### config.mk
export PLATFORM = sky130hd
export DESIGN_NAME = sram_read_aligner
export DESIGN_NICKNAME = d
export VERILOG_FILES = /design/src/rtl/sram_read_aligner.sv
export SDC_FILE = /design/constraint.sdc
export NUM_CORES = 1
export LEC_CHECK = 0
export CORE_MARGIN = 8
export CORE_UTILIZATION = 56
export DETAILED_ROUTE_END_ITERATION = 10
export PLACE_DENSITY = 0.83
export SLEW_MARGIN = 20
export SYNTH_ARGS = -nofsm -noshare
export SYNTH_HDL_FRONTEND = slang
export SYNTH_SLANG_ARGS = --single-unit
### constraint.sdc
create_clock -name clk -period 3.2 [get_ports clk]
set_clock_uncertainty 0.05 [all_clocks]
set_input_delay 0.48 -clock clk [delete_from_list [all_inputs] [get_ports clk]]
set_output_delay 0.48 -clock clk [all_outputs]
set_load 0.02 [all_outputs]
### src/rtl/sram_read_aligner.sv
// rtl/sram_read_aligner.sv - gathers SRAM read beats, extracts an aligned field and sign/zero-extends it
module sram_read_aligner #(
    parameter int WORD_W    = 8,
    parameter int BEATS_MAX = 4,
    localparam int OUT_W    = WORD_W * BEATS_MAX,
    localparam int ADDR_W   = $clog2(WORD_W),
    localparam int SZ_MAX   = $clog2(OUT_W),
    localparam int SZ_W     = $clog2(SZ_MAX + 1)
) (
    input  logic              clk,
    input  logic              rst_n,
    input  logic              req_valid,
    output logic              req_ready,
    input  logic [ADDR_W-1:0] req_addr,
    input  logic [SZ_W-1:0]   req_size,
    input  logic              req_signed,
    input  logic              rsp_valid,
    input  logic [WORD_W-1:0] rsp_data,
    input  logic              flush,
    output logic              out_valid,
    input  logic              out_ready,
    output logic [OUT_W-1:0]  out_data,
    output logic              err
);

    localparam int CNT_W = (BEATS_MAX > 1) ? $clog2(BEATS_MAX) : 1;
    localparam int WB_W  = SZ_MAX + 1;

    typedef enum logic [1:0] {IDLE, COLLECT, HOLD} state_t;

    state_t            state;
    logic [CNT_W-1:0]  cnt;
    logic [CNT_W-1:0]  last_cnt;
    logic [ADDR_W-1:0] addr_q;
    logic [SZ_W-1:0]   sz_q;
    logic              sgn_q;
    logic [OUT_W-1:0]  buf_q;
    logic [OUT_W-1:0]  assembled;
    logic [OUT_W-1:0]  raw;
    logic [OUT_W-1:0]  result;
    logic [ADDR_W-1:0] shift;
    logic [WB_W-1:0]   w_bits;
    logic              single;
    logic              sbit;

    assign req_ready = (state == IDLE);
    assign single    = (int'(sz_q) <= ADDR_W);

    // Index of the final beat: 0 for sub-word accesses, W/WORD_W-1 otherwise
    always_comb begin
        last_cnt = '0;
        if (!single)
            last_cnt = CNT_W'((1 << (int'(sz_q) - ADDR_W)) - 1);
    end

    // Collected beats with the current beat merged into its slot
    always_comb begin
        assembled = buf_q;
        for (int b = 0; b < BEATS_MAX; b++) begin
            if (CNT_W'(b) == cnt)
                assembled[b*WORD_W +: WORD_W] = rsp_data;
        end
    end

    // Field extraction and extension from bit W-1; high address bits drop out of the shift
    always_comb begin
        shift  = ADDR_W'(int'(addr_q) << sz_q);
        w_bits = WB_W'(1) << sz_q;
        raw    = single ? OUT_W'(rsp_data >> shift) : assembled;
        result = '0;
        sbit   = 1'b0;
        for (int i = 0; i < OUT_W; i++) begin
            if (i < int'(w_bits)) begin
                result[i] = raw[i];
                sbit      = raw[i];
            end else begin
                result[i] = sgn_q & sbit;
            end
        end
    end

    // Control FSM with registered result, beat counter and sticky error
    always_ff @(posedge clk or negedge rst_n) begin
        if (!rst_n) begin
            state     <= IDLE;
            cnt       <= '0;
            addr_q    <= '0;
            sz_q      <= '0;
            sgn_q     <= 1'b0;
            buf_q     <= '0;
            out_valid <= 1'b0;
            out_data  <= '0;
            err       <= 1'b0;
        end else begin
            case (state)
                IDLE: begin
                    if (rsp_valid)
                        err <= 1'b1;
                    if (!flush && req_valid) begin
                        addr_q <= req_addr;
                        sgn_q  <= req_signed;
                        cnt    <= '0;
                        if (req_size > SZ_W'(SZ_MAX)) begin
                            sz_q <= SZ_W'(SZ_MAX);
                            err  <= 1'b1;
                        end else begin
                            sz_q <= req_size;
                        end
                        state <= COLLECT;
                    end
                end
                COLLECT: begin
                    if (flush) begin
                        cnt       <= '0;
                        out_valid <= 1'b0;
                        state     <= IDLE;
                    end else if (rsp_valid) begin
                        buf_q <= assembled;
                        if (cnt == last_cnt) begin
                            out_data  <= result;
                            out_valid <= 1'b1;
                            cnt       <= '0;
                            state     <= HOLD;
                        end else begin
                            cnt <= cnt + 1'b1;
                        end
                    end
                end
                HOLD: begin
                    if (flush) begin
                        cnt       <= '0;
                        out_valid <= 1'b0;
                        state     <= IDLE;
                    end else begin
                        if (rsp_valid)
                            err <= 1'b1;
                        if (out_ready) begin
                            out_valid <= 1'b0;
                            state     <= IDLE;
                        end
                    end
                end
                default: state <= IDLE;
            endcase
        end
    end

endmodule

# Word level (Yosys, flattened, before mapping)

Cells that the tools add are included.

Logic and storage cells: 201
Input port bits: 21
Register bits after elaboration: 77
Output and inout bits: 35

Mux-type cells: 93
Shift-type cells: 4
Reduce and logical (&&, ||, !) cells: 14
$lt $le $gt $ge: 34
Bitwise operators: 32
Equal/unequal tests: 12
$add $sub $neg: 3

Operator list:

| kind                 | count |
|---|---|
| $lt 5x6->1 const A   | 16 |
| $mux 1               | 71 |
| $lt 4x6->1 const A   | 8 |
| $mux 32              | 1 |
| $mux 8               | 4 |
| $shl 1x32->2 const A | 1 |
| $shr 8x3->32         | 1 |
| $and 1x1->1          | 31 |
| $lt 3x6->1 const A   | 4 |
| $mux 2               | 12 |
| $reduce_and 4->1     | 4 |
| $lt 1x6->1 const A   | 2 |
| $lt 2x6->1 const A   | 2 |
| $pmux 2 s3           | 2 |
| $ne 3x3->1 const B   | 3 |
| $shl 1x3->6 const A  | 1 |
| $eq 2x2->1 const A   | 2 |
| $logic_not 2->1      | 2 |
| $ne 2x2->1 const B   | 2 |
| $pmux 1 s2           | 2 |
| $reduce_and 2->1     | 2 |
| $reduce_bool 2->1    | 2 |
| $sub 3x2->4 const B  | 1 |
| $gt 3x3->1 const B   | 1 |
| other kinds (15)     | 15 |

# Longest topological paths before layout

Depth after elaboration: 36
Mapped depth: 13
Mapped depth without buffers: 10

# Worst setup path after synthesis

Ideal clock, no wire load.

Path type: register to register
Start point: register cnt[0]
End point: register out_data[25]
Stages on the path, launching flop included: 12
Setup time: 0.140 ns
Path buffers: 1
Data required time: 3.010 ns
Period minus slack after synthesis: 2.891 ns
Data arrival time: 2.701 ns
Slack: 0.309 ns
Path through: dfrtp_1 inv_1 ha_1 clkbuf_1 mux2i_1 nor3_1 a41o_1 a31oi_2 nand2_2 or4_1 nand3_2 o311ai_1

Longest elaborated chain between the ends: 30
Elaborated cells on any way between the ends: 38
Classes of those cells: eq/ne (4); mux (31); bitwise (1); reduce/logical (2)

RTL lines:

| element                | line | RTL |
|---|---|---|
| start, declared        | 32   | `logic [CNT_W-1:0] cnt;` |
| start signal, assigned | 125  | `cnt <= cnt + 1'b1;` |
| $logic_not 2->1        | 60   | `if (CNT_W'(b) == cnt)` |
| $mux 8                 | 60   |  |
| $mux 32                | 69   | `raw = single ? OUT_W'(rsp_data >> shift) : assembled;` |
| $mux 1 (25 in a row)   | 73   | `if (i < int'(w_bits)) begin` |
| $and 1x1->1            | 77   | `result[i] = sgn_q & sbit;` |
| $mux 1                 | 73   |  |
| end signal, assigned   | 120  | `out_data <= result;` |
| end, declared          | 22   | `output logic [OUT_W-1:0] out_data,` |

Several ways; a longest one is shown, not always the timed one.
A chain may end at the register's enable or synchronous reset.

# Worst setup path after layout

Start point: register sz_q[0]
End point: register out_data[6]

Longest elaborated chain between the ends: 11
Elaborated cells on any way between the ends: 26
Classes of those cells: add/sub (2); order compare (8); eq/ne (1); shift (4); mux (9); bitwise (1); reduce/logical (1)

RTL lines:

| element                | line | RTL |
|---|---|---|
| start, declared        | 35   | `logic [SZ_W-1:0] sz_q;` |
| start signal, assigned | 104  | `sz_q <= SZ_W'(SZ_MAX);` |
| start signal, assigned | 107  | `sz_q <= req_size;` |
| $shl 3x3->3            | 67   | `shift = ADDR_W'(int'(addr_q) << sz_q);` |
| $shr 8x3->32           | 69   |  |
| $mux 32                | 69   |  |
| $mux 1 (6 in a row)    | 73   |  |
| $and 1x1->1            | 77   |  |
| $mux 1                 | 73   |  |

Several ways; a longest one is shown, not always the timed one.

==> reports/results.txt <==
The synthesized design contains 77 register bits. In this run the vertical extent of the chip is 105 um. Of all flip-flops after synthesis, the portion carrying an async set or reset was 100%.

The number of DRC markers after the initial detailed-route iteration was 334; the overall die area was 11100 um^2. The final count of pins violating max slew came out at 0. Tracing the worst setup path back leads to its startpoint at sz_q[0]$_DFFE_PN0P_.

The run finished with clean final reports. The tools report the setup TNS as 0 ns. The min-delay analysis places its worst path in the category in -> async. The total routing usage reported by global routing is 23.5%. The multi-input combinational cell area is 2380 um^2. The depth of the worst register-to-register path was 10. The average instance in the mapped netlist occupies 9.83 um^2.

Yosys attributes the largest share of cell area to sky130_fd_sc_hd__dfrtp_1, sky130_fd_sc_hd__mux2i_1, sky130_fd_sc_hd__mux2_2. The logs give 5 for the length of the first detailed-routing pass in iterations and 7730 um^2 for the total core area. The logs give 9.76 mm for the placed wire-length estimate and 3943 for the via count of the first global-routing pass. The top cell type by area accounts for 43.1% of the synthesized area. In the routed layout, each cell is associated on average with a via count of 6.00. For flop-to-flop paths, the worst setup slack is 0.20 ns. Clock tree synthesis inserted a total of 9 buffers.

For the number of library cell types mapped by synthesis, the log shows 76. The worst setup path is captured at a flip-flop. Cell count after synthesis: 455.

In the final layout, the share of cells above drive strength 1 is 19.4%. In this run the critical register-to-register path is captured at out_data[6]$_DFFE_PN0P_. The peak clock frequency supported by timing was 333 MHz; the number of top-level design ports was 56.

The H-tree was split into 3 levels. The startpoint-to-endpoint class of the critical path is reg -> reg. When the netlist entered floorplanning its net count stood at 485. Setup repair after global routing left no endpoint under its margin. Power spread over the standard cell area amounts to 782 nW/um^2. For the hold violation total from the final report, the log shows 0.

The mapped netlist covers 4470 um^2. For this run, design rule violations remaining after detail routing come to 0. The run gives 643 as the number of standard cells in the layout, taps in and fillers out.

CTS saw 77 sinks. The initial core utilization came out at 57.9%. Counting along the longest clock path gives a buffer depth of 2. The required time of the critical path came out at 3.41 ns. For this run the aggregate overflow at the end of global routing stands at 0. The number of standard-cell rows in the floorplan is 32, and the layout overhead on the synthesized area is 24.4%. The final wirelength came out at 12.8 mm. The final weighted congestion in routability-driven placement came out at 1.01. The tree is rooted in a sky130_fd_sc_hd__clkbuf_8. The diode insertion count for antenna repair is 0.

The number of buffers added on ports was 55; the data arrival time at the worst-slack endpoint was 3.22 ns. For the pin count of the biggest net entering global routing, the log shows 78. The most instantiated flip-flop cell in the synthesis netlist was sky130_fd_sc_hd__dfrtp_1. In this run the static leakage power is 2.39 nW. The run gives 0 as the initial antenna violation count. In the final design database the tool counted 566 nets. The smallest clock period supported by the final layout is computed as 3.00 ns. The sequential cells in the finished layout cover a total of 1930 um^2. The CTS clock-pin slew for the worst setup and hold paths is 0.09 ns, and the number of max-cap violations is 0. The tools report the reg-to-reg startpoint as sz_q[0]$_DFFE_PN0P_. In this run the post-CTS setup repair buffer count came out at 0. Setup violations remaining at the end of the flow were counted as 0.

The detailed router placed 3860 vias in this run. Headroom to the max-slew limit came out at 35.4%. The mean routed wirelength per cell came out at 19.9 um.

The number of flops mapped to enable cells by yosys is 0. TritonCTS built the clock tree. The most critical setup path has its endpoint at out_data[6]$_DFFE_PN0P_. After filler insertion, the fill cell instance count of the layout stands at 568. After layout, the worst path uses 93.9% of the clock period. For this run, the number of Yosys warnings is 0. The tools report the element type at the critical path start as a flip-flop. The global-route wire length before repair was 20.9 mm. Clock latency on the worst-skew pair: 0.36 ns. The actual transition at the worst max-transition pin was 0.969 ns. The highest fanout seen on the critical path was 16; the width of the die was 105 um. Summing the sequential cell areas from Yosys gives 43.1% of the chip area. The largest total area in the synthesized netlist belongs to sky130_fd_sc_hd__dfrtp_1. The worst-case IR drop observed on VDD is 500 uV.

After detailed placement, the design holds a cell count of 627. The remaining antenna violation count after routing was 0.
[per-layer routing]
layer  part of all wire [%]  track usage [%]
met1                     43             30.1
met2                     47             37.3
met3                    5.5             4.75
met4                    4.0             11.5
met5                      0                0
[through the flow]
stage	instance area (um^2)	setup WS [ns]	power [W]	hold slack [ns]	util, %
4_1_cts	5560	0.144	0.00436	0.255	72.0
3_3_place_gp	5370	0.163	0.00360	0.409	69.5
3_5_place_dp	5370	0.126	0.00364	0.424	69.5
5_1_grt	5560	0.0465	0.00461	0.312	72.0
6_report	5560	0.197	0.00435	0.229	72.0
2_1_floorplan	4470	0.309	0.00274	0.134	-
[registers in the layout, summed over array words and instances (netlist names)]
| name | count |
|---|---|
| addr_q | 3 |
| buf_q | 32 |
| sz_q | 3 |
| err | 1 |
| state | 2 |
| cnt | 2 |
| out_valid | 1 |
| out_data | 32 |
| sgn_q | 1 |
[Yosys cell counts, types with 3 or more instances]
| library cell | count |
|---|---|
| sky130_fd_sc_hd__buf_2 | 5 |
| sky130_fd_sc_hd__dfrtp_1 | 77 |
| sky130_fd_sc_hd__nor2_1 | 43 |
| sky130_fd_sc_hd__a21o_1 | 4 |
| sky130_fd_sc_hd__a31oi_1 | 8 |
| sky130_fd_sc_hd__nand3_1 | 14 |
| sky130_fd_sc_hd__ha_1 | 9 |
| sky130_fd_sc_hd__o311ai_1 | 7 |
| sky130_fd_sc_hd__a21oi_1 | 23 |
| sky130_fd_sc_hd__buf_1 | 5 |
| sky130_fd_sc_hd__o21ai_0 | 34 |
| sky130_fd_sc_hd__nand2b_1 | 4 |
| sky130_fd_sc_hd__o22a_1 | 8 |
| sky130_fd_sc_hd__clkbuf_1 | 17 |
| sky130_fd_sc_hd__mux2_2 | 22 |
| sky130_fd_sc_hd__and3_1 | 4 |
| sky130_fd_sc_hd__nor3_1 | 4 |
| sky130_fd_sc_hd__inv_1 | 10 |
| sky130_fd_sc_hd__nand2_1 | 41 |
| sky130_fd_sc_hd__nor4_1 | 3 |
| sky130_fd_sc_hd__or3_1 | 3 |
| sky130_fd_sc_hd__o21bai_1 | 3 |
| sky130_fd_sc_hd__mux2i_1 | 40 |
| sky130_fd_sc_hd__o21ai_1 | 6 |
[area by class of cell]
class	count	share of cell area [%]
Multi-Input combinational cell	338	42.8
Inverter	11	0.742
Tap cell	102	2.29
Sequential cell	77	34.7
Clock inverter	7	1.24
Timing Repair Buffer	99	16.0
Clock buffer	9	2.23
[placed cells by master, fill, tap and decap left out, types with 3 or more instances in the layout]
| cell | n |
|---|---|
| sky130_fd_sc_hd__dfrtp_1 | 76 |
| sky130_fd_sc_hd__clkdlybuf4s50_1 | 54 |
| sky130_fd_sc_hd__buf_4 | 44 |
| sky130_fd_sc_hd__nor2_1 | 43 |
| sky130_fd_sc_hd__nand2_1 | 41 |
| sky130_fd_sc_hd__mux2i_1 | 40 |
| sky130_fd_sc_hd__o21ai_0 | 34 |
| sky130_fd_sc_hd__a21oi_1 | 23 |
| sky130_fd_sc_hd__mux2_2 | 22 |
| sky130_fd_sc_hd__nand3_1 | 14 |
| sky130_fd_sc_hd__inv_1 | 10 |
| sky130_fd_sc_hd__ha_1 | 9 |
| sky130_fd_sc_hd__clkbuf_8 | 9 |
| sky130_fd_sc_hd__a31oi_1 | 8 |
| sky130_fd_sc_hd__o22a_1 | 8 |
| sky130_fd_sc_hd__o311ai_1 | 7 |
| sky130_fd_sc_hd__o21ai_1 | 6 |
| sky130_fd_sc_hd__and3_1 | 4 |
| sky130_fd_sc_hd__nand2b_1 | 4 |
| sky130_fd_sc_hd__nor3_1 | 4 |
| sky130_fd_sc_hd__a21o_1 | 4 |
| sky130_fd_sc_hd__o21bai_1 | 3 |
| sky130_fd_sc_hd__or3_1 | 3 |
| sky130_fd_sc_hd__nor4_1 | 3 |
[worst min-delay path by stage]
stage | start | endpoint | slack (ns) | cells after the start
after floorplan | rst_n | addr_q[0]$_DFFE_PN0P_ | 0.13 | 0
after global placement | err$_DFFE_PN0P_ | err$_DFFE_PN0P_ | 0.41 | 1
after detailed placement | buf_q[31]$_DFFE_PN0P_ | buf_q[31]$_DFFE_PN0P_ | 0.42 | 2
after CTS | rst_n | out_valid$_DFFE_PN0P_ | 0.26 | 1
after global routing | rst_n | addr_q[2]$_DFFE_PN0P_ | 0.31 | 1
final | rst_n | out_valid$_DFFE_PN0P_ | 0.23 | 1
[report_power, final]
| group | internal, W | switching, W | total (W) |
|---|---|---|---|
| sequential | 0.00130 | 0.000216 | 0.00152 |
| combinational | 0.000983 | 0.00113 | 0.00211 |
| clock | 0.000300 | 0.000420 | 0.000721 |
[worst max-delay path, stage by stage, from the launching register on]
cell and delay [ns]:
sky130_fd_sc_hd__dfrtp_2 0.50, sky130_fd_sc_hd__ha_1 0.23, sky130_fd_sc_hd__ha_1 0.22, sky130_fd_sc_hd__nand2b_1 0.27, sky130_fd_sc_hd__buf_4 0.21, sky130_fd_sc_hd__o41ai_4 0.39
sky130_fd_sc_hd__nand2_2 0.14, sky130_fd_sc_hd__buf_4 0.23, sky130_fd_sc_hd__a2111oi_0 0.49, sky130_fd_sc_hd__a21oi_1 0.08, sky130_fd_sc_hd__o31ai_1 0.10
[cells by family (layout without fill, tap and decap cells)]
group / Yosys count / in the layout / synth area share, %
AOI/OAI and AO/OA: 131 / 131 / 21.1
DFF: 77 / 77 / 43.1
and+or+nand+nor: 134 / 134 / 14.7
muxes: 63 / 63 / 14.7
adders and majority gates: 9 / 9 / 2.52
buffers and inverters: 40 / 126 / 3.67
xor gates and xnor gates: 1 / 1 / 0.196
[timing repair]
item | CTS | global route
gates resized for setup | 0 | 1
hold buffers | 0 | 0
endpoints found under the setup margin | 0 | 15
Note: power is estimated with default switching activity, not from simulation.
